==> config.mk <==
export PLATFORM = sky130hd
export DESIGN_NAME = branch_target_buffer_flat
export DESIGN_NICKNAME = d
export VERILOG_FILES = /design/src/rtl/branch_target_buffer_pkg.sv /design/src/rtl/branch_target_buffer_if.sv /design/src/rtl/branch_target_buffer.sv /design/src/flat_wrapper.sv
export SDC_FILE = /design/constraint.sdc
export NUM_CORES = 1
export LEC_CHECK = 0
export CAP_MARGIN = 20
export CELL_PAD_IN_SITES_DETAIL_PLACEMENT = 1
export CELL_PAD_IN_SITES_GLOBAL_PLACEMENT = 1
export CORE_ASPECT_RATIO = 1.1
export CORE_MARGIN = 3
export CORE_UTILIZATION = 49
export DETAILED_ROUTE_END_ITERATION = 8
export PLACE_DENSITY = 0.86
export SYNTH_ARGS = -nofsm -noshare
export SYNTH_HDL_FRONTEND = slang
export SYNTH_SLANG_ARGS = --single-unit
==> constraint.sdc <==
create_clock -name clk -period 4.1 [get_ports clk]
set_input_delay 0.41 -clock clk [delete_from_list [all_inputs] [get_ports clk]]
set_output_delay 0.41 -clock clk [all_outputs]
set_load 0.03 [all_outputs]
==> src/rtl/branch_target_buffer_pkg.sv <==
// rtl/branch_target_buffer_pkg.sv - shared types for the branch target buffer
// Purpose: PC type, table entry struct, sweep FSM state enum and the
//          2-bit saturating counter step function.
// Ports:   none (package).
package branch_target_buffer_pkg;

  localparam int unsigned PC_W = 32;

  typedef logic [PC_W-1:0] pc_t;
  typedef logic [1:0]      ctr_t;

  // The tag field is PC-wide; a stored tag is zero-extended into it so the
  // struct stays independent of the table depth.
  typedef struct packed {
    logic valid;
    pc_t  tag;
    pc_t  target;
    ctr_t ctr;
  } BTBEntry;

  typedef enum logic {
    BTB_IDLE  = 1'b0,
    BTB_SWEEP = 1'b1
  } BTBState;

  // 00 strong NT, 01 weak NT, 10 weak T, 11 strong T; saturates at both ends.
  function automatic ctr_t btbCtrNext(input ctr_t ctr, input logic taken);
    if (taken) begin
      return (ctr == 2'b11) ? 2'b11 : ctr + 2'd1;
    end
    return (ctr == 2'b00) ? 2'b00 : ctr - 2'd1;
  endfunction

endpackage

==> src/rtl/branch_target_buffer_if.sv <==
// rtl/branch_target_buffer_if.sv - fetch lookup, execute training and invalidate bundle
// Purpose: groups the BTB lookup, training and invalidation signals.
// Ports (master drives / slave drives):
//   pc, updateValid, updatePc, updateTaken, updateTarget, invalidateReq : master
//   btbHit, btbPredictedPc, invalidateBusy                              : slave
interface branch_target_buffer_if #(
  parameter int unsigned PC_WIDTH = 32
);

  logic [PC_WIDTH-1:0] pc;
  logic                btbHit;
  logic [PC_WIDTH-1:0] btbPredictedPc;
  logic                updateValid;
  logic [PC_WIDTH-1:0] updatePc;
  logic                updateTaken;
  logic [PC_WIDTH-1:0] updateTarget;
  logic                invalidateReq;
  logic                invalidateBusy;

  modport master (
    output pc, updateValid, updatePc, updateTaken, updateTarget, invalidateReq,
    input  btbHit, btbPredictedPc, invalidateBusy
  );

  modport slave (
    input  pc, updateValid, updatePc, updateTaken, updateTarget, invalidateReq,
    output btbHit, btbPredictedPc, invalidateBusy
  );

endinterface

==> src/rtl/branch_target_buffer.sv <==
// rtl/branch_target_buffer.sv - direct-mapped branch target buffer with sweep invalidation
// Purpose: same-cycle lookup of the fetch PC against a flop table of
//          tag/target/2-bit counter, trained by resolved branches, with a
//          one-entry-per-cycle bulk invalidate sweep.
// Ports:
//   clk  in  single clock, all state updates on posedge
//   rst  in  asynchronous active-low reset
//   btb  slave modport of branch_target_buffer_if (lookup, training, invalidate)
module branch_target_buffer
  import branch_target_buffer_pkg::*;
#(
  parameter int unsigned ENTRY_NUM = 16,
  parameter int unsigned PC_WIDTH  = PC_W
) (
  input logic                  clk,
  input logic                  rst,
  branch_target_buffer_if.slave btb
);

  localparam int unsigned INDEX_W = $clog2(ENTRY_NUM);
  localparam int unsigned TAG_W   = PC_WIDTH - INDEX_W - 2;
  localparam logic [INDEX_W-1:0] LAST_IDX = INDEX_W'(ENTRY_NUM - 1);

  // Table storage: valid/ctr are reset, tag/target are not.
  logic                valid_q  [ENTRY_NUM];
  ctr_t                ctr_q    [ENTRY_NUM];
  logic [TAG_W-1:0]    tag_q    [ENTRY_NUM];
  logic [PC_WIDTH-1:0] target_q [ENTRY_NUM];

  BTBState             state_q, state_d;
  logic [INDEX_W-1:0]  sweep_idx_q, sweep_idx_d;
  logic                busy;

  // ---------------- lookup ----------------
  logic [INDEX_W-1:0] lk_idx;
  logic [TAG_W-1:0]   lk_tag;
  BTBEntry            lk_entry;
  logic               lk_hit;

  assign lk_idx = btb.pc[INDEX_W+1:2];
  assign lk_tag = btb.pc[PC_WIDTH-1:INDEX_W+2];

  always_comb begin
    lk_entry        = '0;
    lk_entry.valid  = valid_q[lk_idx];
    lk_entry.tag    = PC_W'(tag_q[lk_idx]);
    lk_entry.target = PC_W'(target_q[lk_idx]);
    lk_entry.ctr    = ctr_q[lk_idx];
  end

  // Reads registered state only: an update in this cycle shows up next cycle.
  assign lk_hit = lk_entry.valid && (lk_entry.tag == PC_W'(lk_tag)) &&
                  lk_entry.ctr[1] && !busy;

  assign btb.btbHit         = lk_hit;
  assign btb.btbPredictedPc = lk_hit ? PC_WIDTH'(lk_entry.target) : '0;

  // ---------------- training ----------------
  logic [INDEX_W-1:0] u_idx;
  logic [TAG_W-1:0]   u_tag;
  logic               upd_en;
  logic               upd_hit;
  ctr_t               upd_ctr_d;

  assign u_idx     = btb.updatePc[INDEX_W+1:2];
  assign u_tag     = btb.updatePc[PC_WIDTH-1:INDEX_W+2];
  // The request cycle and the whole sweep drop training; no retry exists.
  assign upd_en    = btb.updateValid && !busy && !btb.invalidateReq;
  assign upd_hit   = valid_q[u_idx] && (tag_q[u_idx] == u_tag);
  assign upd_ctr_d = btbCtrNext(ctr_q[u_idx], btb.updateTaken);

  always_ff @(posedge clk or negedge rst) begin
    if (!rst) begin
      for (int i = 0; i < int'(ENTRY_NUM); i++) begin
        valid_q[i] <= 1'b0;
        ctr_q[i]   <= 2'b00;
      end
    end else if (busy) begin
      valid_q[sweep_idx_q] <= 1'b0;
    end else if (upd_en) begin
      if (upd_hit) begin
        ctr_q[u_idx] <= upd_ctr_d;
      end else if (btb.updateTaken) begin
        valid_q[u_idx] <= 1'b1;
        ctr_q[u_idx]   <= 2'b10;
      end
    end
  end

  // On a hit the tag rewrite is a no-op, so any taken update writes both.
  always_ff @(posedge clk) begin
    if (upd_en && btb.updateTaken) begin
      tag_q[u_idx]    <= u_tag;
      target_q[u_idx] <= btb.updateTarget;
    end
  end

  // ---------------- invalidate sweep FSM ----------------
  always_ff @(posedge clk or negedge rst) begin
    if (!rst) begin
      state_q     <= BTB_IDLE;
      sweep_idx_q <= '0;
    end else begin
      state_q     <= state_d;
      sweep_idx_q <= sweep_idx_d;
    end
  end

  always_comb begin
    state_d     = state_q;
    sweep_idx_d = sweep_idx_q;
    if (btb.invalidateReq) begin
      // A request mid-sweep restarts from entry 0.
      state_d     = BTB_SWEEP;
      sweep_idx_d = '0;
    end else if (state_q == BTB_SWEEP) begin
      if (sweep_idx_q == LAST_IDX) begin
        state_d = BTB_IDLE;
      end
      sweep_idx_d = sweep_idx_q + 1'b1;
    end
  end

  always_comb begin
    busy = (state_q == BTB_SWEEP);
  end

  assign btb.invalidateBusy = busy;

  logic unused_bits;
  assign unused_bits = ^{btb.pc[1:0], btb.updatePc[1:0], lk_entry.ctr[0]};

endmodule

==> src/flat_wrapper.sv <==
// flat-port wrapper written by rule: the top's interface ports become plain ports
module branch_target_buffer_flat import branch_target_buffer_pkg::*;
#(
  parameter int unsigned ENTRY_NUM = 16,
  parameter int unsigned PC_WIDTH  = PC_W
)
  (clk, rst, btb_pc, btb_updateValid, btb_updatePc, btb_updateTaken, btb_updateTarget, btb_invalidateReq, btb_btbHit, btb_btbPredictedPc, btb_invalidateBusy);
  branch_target_buffer_if #(.PC_WIDTH(PC_WIDTH)) btb_i ();
  input logic clk;
  input logic rst;
  input wire logic [$bits(btb_i.pc)-1:0] btb_pc;
  input wire logic [$bits(btb_i.updateValid)-1:0] btb_updateValid;
  input wire logic [$bits(btb_i.updatePc)-1:0] btb_updatePc;
  input wire logic [$bits(btb_i.updateTaken)-1:0] btb_updateTaken;
  input wire logic [$bits(btb_i.updateTarget)-1:0] btb_updateTarget;
  input wire logic [$bits(btb_i.invalidateReq)-1:0] btb_invalidateReq;
  output wire logic [$bits(btb_i.btbHit)-1:0] btb_btbHit;
  output wire logic [$bits(btb_i.btbPredictedPc)-1:0] btb_btbPredictedPc;
  output wire logic [$bits(btb_i.invalidateBusy)-1:0] btb_invalidateBusy;
  assign btb_i.pc = btb_pc;
  assign btb_i.updateValid = btb_updateValid;
  assign btb_i.updatePc = btb_updatePc;
  assign btb_i.updateTaken = btb_updateTaken;
  assign btb_i.updateTarget = btb_updateTarget;
  assign btb_i.invalidateReq = btb_invalidateReq;
  assign btb_btbHit = btb_i.btbHit;
  assign btb_btbPredictedPc = btb_i.btbPredictedPc;
  assign btb_invalidateBusy = btb_i.invalidateBusy;
  branch_target_buffer #(.ENTRY_NUM(ENTRY_NUM), .PC_WIDTH(PC_WIDTH)) u_core (.clk(clk), .rst(rst), .btb(btb_i));
endmodule
# After elaboration in Yosys (flattened, before gate mapping)
# Memories as Yosys holds them, arrays and structs flattened.
# Cells that the tools add are included.
[op_classes]
bitwise = 10
n_reduce_logical = 18
n_lt_le_gt_ge = 5
addsub = 3
n_eq_ne = 5
mux = 38
[ops]
columns = ["operator", "n"]
rows = [
  ["2-to-1 mux 32 bit", 3],
  ["2-to-1 mux 16 bit", 4],
  ["== test 26 bit", 2],
  ["bitwise AND 16 bit", 2],
  ["bitwise mux 32 bit", 1],
  ["inverter 16 bit", 2],
  ["OR 16 bit", 2],
  ["2-to-1 mux 2 bit", 9],
  ["binary-select mux 2 bit (select 4 bit)", 2],
  [">= comparator 5 bit (second input constant)", 3],
  ["inverter 4 -> 5 bit", 3],
  ["2-to-1 mux 1 bit", 12],
  ["less-than comparator 5 x 1 -> 1 bit (second input constant)", 2],
  ["logical AND 1 bit", 9],
  ["binary-select mux 1 bit (select 4 bit)", 2],
  ["demux 1 bit (select 4 bit)", 2],
  ["demux 2 bit (select 4 bit)", 1],
  ["2-to-1 mux 4 bit", 2],
  ["nonzero test 2 bit", 4],
  ["AND reduction 3 bit", 2],
  ["adder 4 x 1 -> 4 bit (second input constant)", 1],
  ["== test 4 bit (second input constant)", 1],
  ["adder 2 x 1 -> 2 bit (second input constant)", 1],
  ["== test 2 bit (second input constant)", 1],
  ["other kinds (5)", 6],
]
[totals]
elab_cells = 115
n_memories = 2
ff_bits = 53
in_bits = 101
ram_bits = 928
[memory_table]
columns = ["memory", "depth", "word_bits", "rd", "rd_ports_with_merged_regs", "wr", "line_no", "source"]
rows = [
  ["u_core.target_q", 16, 32, 1, 0, 1, "branch_target_buffer.sv:28", "logic [PC_WIDTH-1:0] target_q [ENTRY_NUM];"],
  ["u_core.tag_q", 16, 26, 2, 0, 1, "branch_target_buffer.sv:27", "logic [TAG_W-1:0] tag_q [ENTRY_NUM];"],
]

# Longest topological paths before layout
# Gate-level depths: netlist of the first run.
[logic_depth]
depth_word = 10
mapped_depth = 15
mapped_depth_nobuf = 8

# Worst setup path before layout of the first run
# No wires, ideal clock.
[synth_timing]
path_kind = "register -> register"
startpoint = "register u_core.state_q, in the netlist u_core.btb.invalidateBusy"
endpoint = "memory u_core.tag_q[10][0] (netlist bit) (enable)"
stages_incl_launch_ff = 6
n_path_buf = 1
setup_time_ns = 0.476
slack_ns = -0.356
arrival_time_ns = 3.980
t_required_ns = 3.624
synth_period_minus_slack_ns = 4.456
cell_sequence = "dfrtp_1 clkbuf_1 nor3b_1 and2_1 nand2_1 nor2_1"
[synth_between]
elab_chain_cells = 6
[synth_rtl]
columns = ["item", "line_no", "source"]
rows = [
  ["start, declared", "branch_target_buffer.sv:30", "BTBState state_q, state_d;"],
  ["start signal, assigned", "branch_target_buffer.sv:104", "state_q <= state_d;"],
  ["zero test 1 bit", "branch_target_buffer.sv:68", "assign upd_en = btb.updateValid && !busy && !btb.invalidateReq;"],
  ["logical AND 1 bit (2 in series)", "branch_target_buffer.sv:68", ""],
  ["logical AND 1 bit", "branch_target_buffer.sv:92", "if (upd_en && btb.updateTaken) begin"],
  ["2-to-1 mux 1 bit", "branch_target_buffer.sv:92", ""],
  ["2-to-1 mux 1 bit (implied by the code)", "branch_target_buffer.sv:93", "tag_q[u_idx] <= u_tag;"],
  ["end, declared", "branch_target_buffer.sv:27", ""],
]
# No other way between the ends.

==> Implementation_results.wiki, run 1 <==
{| class="wikitable"
! Metric !! Value
|-
| Outcome || finished, violations left
|-
| Failing checks || setup timing
|-
| R2r worst-path depth || 9
|-
| Area of combinational cells with multiple inputs || 0.01296 sq mm
|-
| Static Leakage || 16.30 nW
|-
| Total CTS buffers || 102
|-
| Net count of the finished layout || 2458
|-
| Mux cell area share after synthesis || 0.2246
|-
| Pin slew with the least headroom to its limit || 831.5 ps
|-
| Critical path endpoint category || output port
|-
| Top cell type by total area after synthesis || sky130_fd_sc_hd__edfxtp_1
|-
| Fillers || 7207
|-
| Sinks on the clock net || 981
|-
| Startpoint of the most critical register-to-register path || u_core.tag_q[6][19]
|-
| Final worst setup slack || -131.0 ps
|-
| Root buffer cell || sky130_fd_sc_hd__clkbuf_16
|-
| Fraction of layout instances using a drive strength above 1 || 0.3306
|-
| Setup-failing EPs final || 33
|-
| Mapped Area || 0.04248 sq mm
|-
| Non-Filler Instances || 3586
|-
| Io pins || 135
|-
| Detailed-route vias per instance || 6.786
|-
| H-tree Lvls || 3
|-
| Synthesis warning total || 0
|-
| Post-layout minimum cycle time || 4231 ps
|-
| Setup Total Neg Slack || -3029 ps
|-
| Final wirelength || 128700 um
|-
| Post-layout power || 21.96 mW
|-
| Antenna violations before repair || 8
|-
| Row cnt || 112
|-
| Critical Path Start Type || flop
|-
| Clock latency at the later pin of the worst-skew pair || 690 ps
|-
| TritonCTS clock tree || built
|-
| Final Hold Fails || 0
|-
| Synth top cells by count || sky130_fd_sc_hd__edfxtp_1 (928), sky130_fd_sc_hd__mux4_2 (381), sky130_fd_sc_hd__nand2_1 (72)
|-
| GPL Wtd Cong || 0.8577
|-
| Maximum fanout encountered on the critical timing path || 16
|-
| Max-capacitance violation count || 0
|-
| Worst-path clk slew || 60 ps
|-
| Most instantiated library cell after synthesis || sky130_fd_sc_hd__edfxtp_1
|-
| Sequential cell area || 0.02919 sq mm
|-
| Share of the synthesized area in the top cell type || 0.6560
|-
| Number of global-route vias before repair || 26.17k
|-
| Number of synthesized register bits || 981
|-
| Synthesized-area fraction occupied by adder cells || 0.001649
|-
| Detailed router's first-iteration violation count || 3299
|-
| Reg-to-reg critical path endpoint || u_core.ctr_q[9]
|-
| Number of buffers inserted by port buffering || 130
|-
| RSZ-0062 raised after global routing || yes
|-
| Post-route cell area || 0.05018 sq mm
|-
| Total global routing track utilization || 0.2890
|-
| Initial Utilization || 0.4978
|-
| Post-detailed-route DRC marker count || 0
|-
| Fin. max-slew vios || 0
|-
| Power Dens Cells || 437.6 mW/mm^2
|-
| Floorplan die width || 286.7 um
|-
| Post-Synth Simple-Gate Area || 0.03358
|-
| Synthesis-to-layout area growth || 18.12%
|-
| GRT Residual Overflow || 0
|-
| Arrival time of the worst setup path || 3820 ps
|-
| Commonest register cell after synthesis || sky130_fd_sc_hd__edfxtp_1
|-
| Routed wirelength normalized by instance count || 35.88 um
|-
| Synth cell types || 61
|-
| Routed vias || 24.34k
|-
| Main combinational cell family by area after synthesis || multiplexers
|-
| Min-delay worst type || in2async
|-
| Pin count of the biggest net entering global routing || 60
|-
| Global-route wire length before repair || 187800 um
|-
| Worst-case clock skew || 30.23 ps
|-
| Reg2Reg Setup Slack || 390 ps
|-
| Xor-xnor portion of the synthesized cell area || 0.01113
|-
| Max rail drop VDD || 0.4637 mV
|-
| Cells after synthesis || 2108
|-
| Critical path class || reg2out
|-
| Number of placed instances with taps included || 3380
|-
| Maximum clock rate || 236.3 MHz
|-
| Die footprint || 0.09027 sq mm
|-
| Share of synthesized registers carrying an async set or reset || 0.05403
|-
| Mean Syn Cell Area || 20.15 sq um
|-
| Crit share post-route || 1.032
|-
| Clock Tree Buf Depth || 3
|-
| Required time of the worst setup path || 3690 ps
|-
| Half-perimeter wire length after detailed placement || 73550 um
|-
| Net count after synthesis || 2213
|-
| Number of flops mapped to enable cells by yosys || 928
|-
| DR pass1 iterations || 6
|-
| Die outline height || 314.8 um
|-
| Worst slack, placed || -383.1 ps
|-
| Compound-gate portion of the synthesized area || 0.02657
|-
| Max-Slew Margin vs Limit || 0.4436
|-
| Sequential element share of the synthesized area || 0.6872
|-
| Core Util, Final || 0.5879
|-
| Area of placed instances || 0.04635 sq mm
|-
| Top cells by area, synth || sky130_fd_sc_hd__edfxtp_1 (66%), sky130_fd_sc_hd__mux4_2 (20%), sky130_fd_sc_hd__dfrtp_1 (3.1%)
|-
| Final-layout worst hold slack || 432.2 ps
|-
| Antenna-violating nets left || 0
|-
| Core area || 0.08534 sq mm
|}
## registers in the layout (all words and copies together) (netlist names)
| signal | flops |
|---|---|
| u_core.target_q | 512 |
| u_core.tag_q | 416 |
| u_core.ctr_q | 32 |
| u_core.valid_q | 16 |
| u_core.sweep_idx_q | 4 |
| u_core.btb.invalidateBusy | 1 |
## worst max path at each step
stage                               from                      to  slack (ps)  cells after the start
2_1_floorplan  u_core.btb.invalidateBusy     u_core.tag_q[10][0]        -360                      5
3_3_place_gp                   btb_pc[2]   btb_btbPredictedPc[3]        -340                     13
3_5_place_dp                   btb_pc[2]  btb_btbPredictedPc[11]        -380                     13
4_1_cts             u_core.tag_q[15][11]   btb_btbPredictedPc[0]        -160                     13
5_1_grt              u_core.tag_q[7][10]  btb_btbPredictedPc[14]        -220                     12
6_report              u_core.tag_q[3][6]  btb_btbPredictedPc[16]        -130                     11
## cell usage in the layout, fill, tap and decap left out, drive strengths merged, types with 4 or more instances in the layout
master / count
diode: 8
nor2b: 37
edfxtp: 928
nor2: 58
and2: 7
a22oi: 11
xnor2: 37
dfrtp: 53
o21ai: 59
xor2: 17
o211ai: 7
a21oi: 6
clkinv: 59
buf: 180
ha: 4
o22ai: 20
nand4: 14
o31ai: 8
nor4: 5
clkbuf: 124
a31o: 12
nand3: 23
nand2: 72
and3: 12
mux2: 22
or3: 4
clkdlybuf4s50: 89
a22o: 7
bufinv: 12
or2: 7
nand2b: 28
a41o: 6
mux2i: 71
nor3: 13
mux4: 381
inv: 7
## power by group
group | switching [mW] | internal (mW) | total, mW
logic | 0.825 | 0.687 | 1.51
clock network | 4.02 | 5.41 | 9.43
registers | 0.0291 | 11.0 | 11.0
## repair_timing
item / 4_1_cts / 5_1_grt
pin swaps: 2 / 4
gates resized for setup: 66 / 10
gates cloned: 2 / 0
hold buffers: 1 / 0
setup endpoints to repair: 33 / 33
hold endpoints to repair: 53 / 0
setup buffers: 3 / 2
## critical path, cell delays in order (launching register included)
cell,delay [ps]
sky130_fd_sc_hd__edfxtp_1,450
sky130_fd_sc_hd__mux4_2,540
sky130_fd_sc_hd__mux4_2,530
sky130_fd_sc_hd__xnor2_2,160
sky130_fd_sc_hd__nand4_1,150
sky130_fd_sc_hd__nor3_4,300
sky130_fd_sc_hd__buf_4,170
sky130_fd_sc_hd__nand4_1,110
sky130_fd_sc_hd__buf_6,200
sky130_fd_sc_hd__buf_16,200
sky130_fd_sc_hd__nor2b_1,150
sky130_fd_sc_hd__buf_4,170
## routing by layer
| layer | routed length (um) | share of wire | track usage | vias up |
|---|---|---|---|---|
| met5 | 37 | 0.00029 | 0 | - |
| met4 | 5446 | 0.042 | 0.1133 | 6 |
| met3 | 11650 | 0.091 | 0.05944 | 368 |
| met2 | 65580 | 0.51 | 0.4884 | 1634 |
| met1 | 45960 | 0.36 | 0.3705 | 12940 |
| li1 | - | - | - | 9391 |
## layout make-up
| type | instances | area share |
|---|---|---|
| flip-flops and latches | 981 | 0.5818 |
| multi-input cells | 982 | 0.2583 |
| repair buffers | 271 | 0.06281 |
| clock buffers | 123 | 0.05329 |
| well taps | 1140 | 0.02843 |
| clock inverters | 66 | 0.01364 |
| inverters | 15 | 0.001347 |
| diodes | 8 | 0.0003990 |
## logic make-up after synthesis
| kind of cell | count (synthesis) |
|---|---|
| flops | 981 |
| mux | 474 |
| simple gates | 283 |
| compound gates | 165 |
| buf+inv | 145 |
| xor+xnor | 54 |
| fa+ha+maj | 6 |
No activity file was read; power rests on OpenSTA's default activity.
==> inputs of run 2 (changes only) <==
Settings changed: CORE_MARGIN 3 to 8.
==> Implementation_results.wiki, run 2 (same netlist as run 1, synthesis figures left out) <==
{| class="wikitable"
! Metric !! Value
|-
| Outcome || finished, violations left
|-
| Failing checks || setup timing
|-
| Row cnt || 113 (+0.89%)
|-
| Clock Tree Buf Depth || 3 (unchanged)
|-
| Total CTS buffers || 98 (-3.9%)
|-
| Final-layout worst hold slack || 428.5 ps (-3.676 ps)
|-
| Reg2Reg Setup Slack || 480 ps (+90 ps)
|-
| Antenna-violating nets left || 0 (unchanged)
|-
| R2r worst-path depth || 10 (+1)
|-
| Min-delay worst type || in2reg
|-
| Leading cell type in the layout, fill and taps excluded || sky130_fd_sc_hd__edfxtp_1
|-
| Half-perimeter wire length after detailed placement || 74880 um (+1.8%)
|-
| Die outline height || 324.8 um (+3.2%)
|-
| Number of buffers inserted by port buffering || 130 (unchanged)
|-
| Cell repeated most along the worst path || sky130_fd_sc_hd__mux4_2
|-
| Arrival time of the worst setup path || 3870 ps (+50 ps)
|-
| Worst-path clk slew || 60 ps (about the same)
|-
| Startpoint of the worst hold path || btb_invalidateReq
|-
| GRT Residual Overflow || 0 (unchanged)
|-
| Fin. max-slew vios || 0 (unchanged)
|-
| Static Leakage || 16.36 nW (+0.38%)
|-
| Post-layout minimum cycle time || 4280 ps (+49.02 ps)
|-
| Max-Slew Margin vs Limit || 0.3708 (-0.07276)
|-
| Post-detailed-route DRC marker count || 0 (unchanged)
|-
| Worst-case clock skew || 31.36 ps (+1.124 ps)
|-
| Synthesis-to-layout area growth || 18.55%
|-
| Antenna violations before repair || 12 (+4)
|-
| Io pins || 135 (unchanged)
|-
| Critical path class || reg2out
|-
| Hold Path End || u_core.sweep_idx_q[0]
|-
| Detailed router's first-iteration violation count || 3350 (+1.5%)
|-
| CP max-delay cell || sky130_fd_sc_hd__mux4_2
|-
| Final wirelength || 132200 um (+2.7%)
|-
| Maximum clock rate || 233.6 MHz (-1.1%)
|-
| Clock latency at the later pin of the worst-skew pair || 670 ps (-20 ps)
|-
| Required time of the worst setup path || 3690 ps (about the same)
|-
| Reg-to-reg critical path endpoint || u_core.valid_q[13]
|-
| Core area || 0.08610 sq mm (+0.89%)
|-
| Fillers || 7271 (+0.89%)
|-
| Critical Path Start Type || flop
|-
| Pin slew with the least headroom to its limit || 943.7 ps (+112.2 ps)
|-
| Routed wirelength normalized by instance count || 36.64 um (+2.1%)
|-
| RSZ-0062 raised after global routing || yes
|-
| Total global routing track utilization || 0.2691 (-0.01996)
|-
| Post-layout power || 21.79 mW (-0.73%)
|-
| Flip-flop count of the largest register, all copies and words added || 512 (unchanged)
|-
| Max rail drop VDD || 0.3763 mV (-19%)
|-
| Detailed-route vias per instance || 6.818 (+0.47%)
|-
| Power Dens Cells || 432.8 mW/mm^2 (-1.1%)
|-
| Setup-failing EPs final || 33 (unchanged)
|-
| Fraction of layout instances using a drive strength above 1 || 0.3367 (+0.006136)
|-
| Slowest Stage Delay on Critical Path || 520 ps (-20 ps)
|-
| Max-capacitance violation count || 0 (unchanged)
|-
| GPL Wtd Cong || 0.9086 (+5.9%)
|-
| Global-route wire length before repair || 190600 um (+1.5%)
|-
| Routed vias || 24.60k (+1.1%)
|-
| Root buffer cell || sky130_fd_sc_hd__clkbuf_16
|-
| Biggest regs || u_core.target_q x512, u_core.tag_q x416, u_core.ctr_q x32
|-
| Top register by number of flip-flops || u_core.target_q
|-
| DR pass1 iterations || 6 (unchanged)
|-
| Net count of the finished layout || 2471 (+0.53%)
|-
| Number of global-route vias before repair || 26.35k (+0.68%)
|-
| Maximum fanout encountered on the critical timing path || 9 (-7)
|-
| Top library cells by usage in the layout, fill and taps aside || sky130_fd_sc_hd__edfxtp_1 (928), sky130_fd_sc_hd__mux4_2 (381), sky130_fd_sc_hd__buf_4 (114), sky130_fd_sc_hd__clkbuf_16 (102), sky130_fd_sc_hd__clkdlybuf4s50_1 (89)
|-
| Chain of cells forming the critical path || mux4_2 > mux4_2 > xnor2_1 > nand3_1 > nor3_2 > buf_4 > nand4_1 > buf_6 > buf_16 > nor2b_4 > buf_12
|-
| H-tree Lvls || 3 (unchanged)
|-
| Crit share post-route || 1.044 (+0.01196)
|-
| Final worst setup slack || -180.1 ps (-49.02 ps)
|-
| Pin count of the biggest net entering global routing || 61 (+1.7%)
|-
| TritonCTS clock tree || built
|-
| Initial Utilization || 0.4934 (-0.004405)
|-
| Die footprint || 0.09638 sq mm (+6.8%)
|-
| Critical path endpoint category || output port
|-
| Floorplan die width || 296.7 um (+3.5%)
|-
| Startpoint of the most critical register-to-register path || u_core.tag_q[15][19]
|-
| Depth of the worst hold-timing path || 2
|-
| Final Hold Fails || 0 (unchanged)
|-
| Sinks on the clock net || 981 (unchanged)
|}
## run 2: changes by cell type in the layout (fill, tap and decap cells not counted), moves of 3 or more
| cell | previous run | this run |
|---|---|---|
| sky130_fd_sc_hd__buf_12 | 60 | 71 |
| sky130_fd_sc_hd__buf_4 | 104 | 114 |
| sky130_fd_sc_hd__nor2b_4 | 22 | 31 |
| sky130_fd_sc_hd__clkinvlp_4 | 3 | 10 |
| sky130_fd_sc_hd__nor2b_2 | 8 | 1 |
| sky130_fd_sc_hd__buf_6 | 10 | 5 |
| sky130_fd_sc_hd__clkbuf_1 | 19 | 14 |
| sky130_fd_sc_hd__clkinv_1 | 24 | 20 |
| sky130_fd_sc_hd__clkinv_4 | 0 | 3 |
| sky130_fd_sc_hd__xnor2_1 | 32 | 35 |
## run 2: worst max path at each step
stage / from / endpoint / slack [ps] / cells after the start
after floorplan: u_core.btb.invalidateBusy / u_core.tag_q[10][0] / -360 / 5
after global placement: btb_pc[2] / btb_btbPredictedPc[1] / 70 / 8
after detailed placement: btb_pc[2] / btb_btbPredictedPc[30] / -30 / 12
after CTS: u_core.tag_q[15][23] / btb_btbPredictedPc[3] / -90 / 11
after global routing: u_core.tag_q[14][6] / btb_btbPredictedPc[8] / -250 / 12
final: u_core.tag_q[15][8] / btb_btbPredictedPc[25] / -180 / 11
## run 2: critical path: cells and delay by family, from the launching register on
family	cells	cell delay, ps
and+or+nand+nor	4	780
muxes	2	1030
buffers and inverters	4	710
xor gates and xnor gates	1	220
DFF	1	420
## run 2: where the power goes
part / switching (mW) / internal [mW] / total, mW
clock: 4.04 / 5.20 / 9.23
sequential: 0.0280 / 11.0 / 11.0
combinational: 0.853 / 0.700 / 1.55
## run 2: what timing repair did
action | in CTS | in global routing
hold buffers | 1 | 0
setup buffers | 2 | 0
endpoints found under the hold margin | 53 | 0
gates cloned | 2 | 1
endpoints found under the setup margin | 33 | 33
pin swaps | 4 | 1
resized for setup | 56 | 17
## run 2: area by class of cell
| type | count | area (sq um) | share of cell area |
|---|---|---|---|
| sequential | 981 | 29190 | 0.5797 |
| tap | 1150 | 1439 | 0.02857 |
| antenna | 8 | 20.02 | 0.0003975 |
| multi-input combinational | 982 | 12950 | 0.2572 |
| inverter | 15 | 67.56 | 0.001342 |
| clock inverter | 68 | 691.9 | 0.01374 |
| clock buffer | 116 | 2594 | 0.05150 |
| timing repair buffer | 288 | 3403 | 0.06758 |
## run 2: stage by stage
step,utilization,TNS [ps],instance area [sq um],worst slack (ps),std cells
after floorplan,-,-77180,42490,-355.5,2108
after global placement,0.5417,0,46640,71.22,3409
after detailed placement,0.5417,-111.6,46640,-27.02,3409
after CTS,0.5830,-1783,50200,-92.93,3598
after global routing,0.5847,-7379,50340,-251.6,3601
final,0.5849,-4786,50360,-180.1,3608
## run 2: metal layers
metal  up-vias  routed length, um  track usage
li1       9403                  -            -
met2      1728              66910       0.4552
met1     13060              47040       0.3304
met5         -                 69            0
met4        10               6462       0.1285
met3       400              11700      0.05675
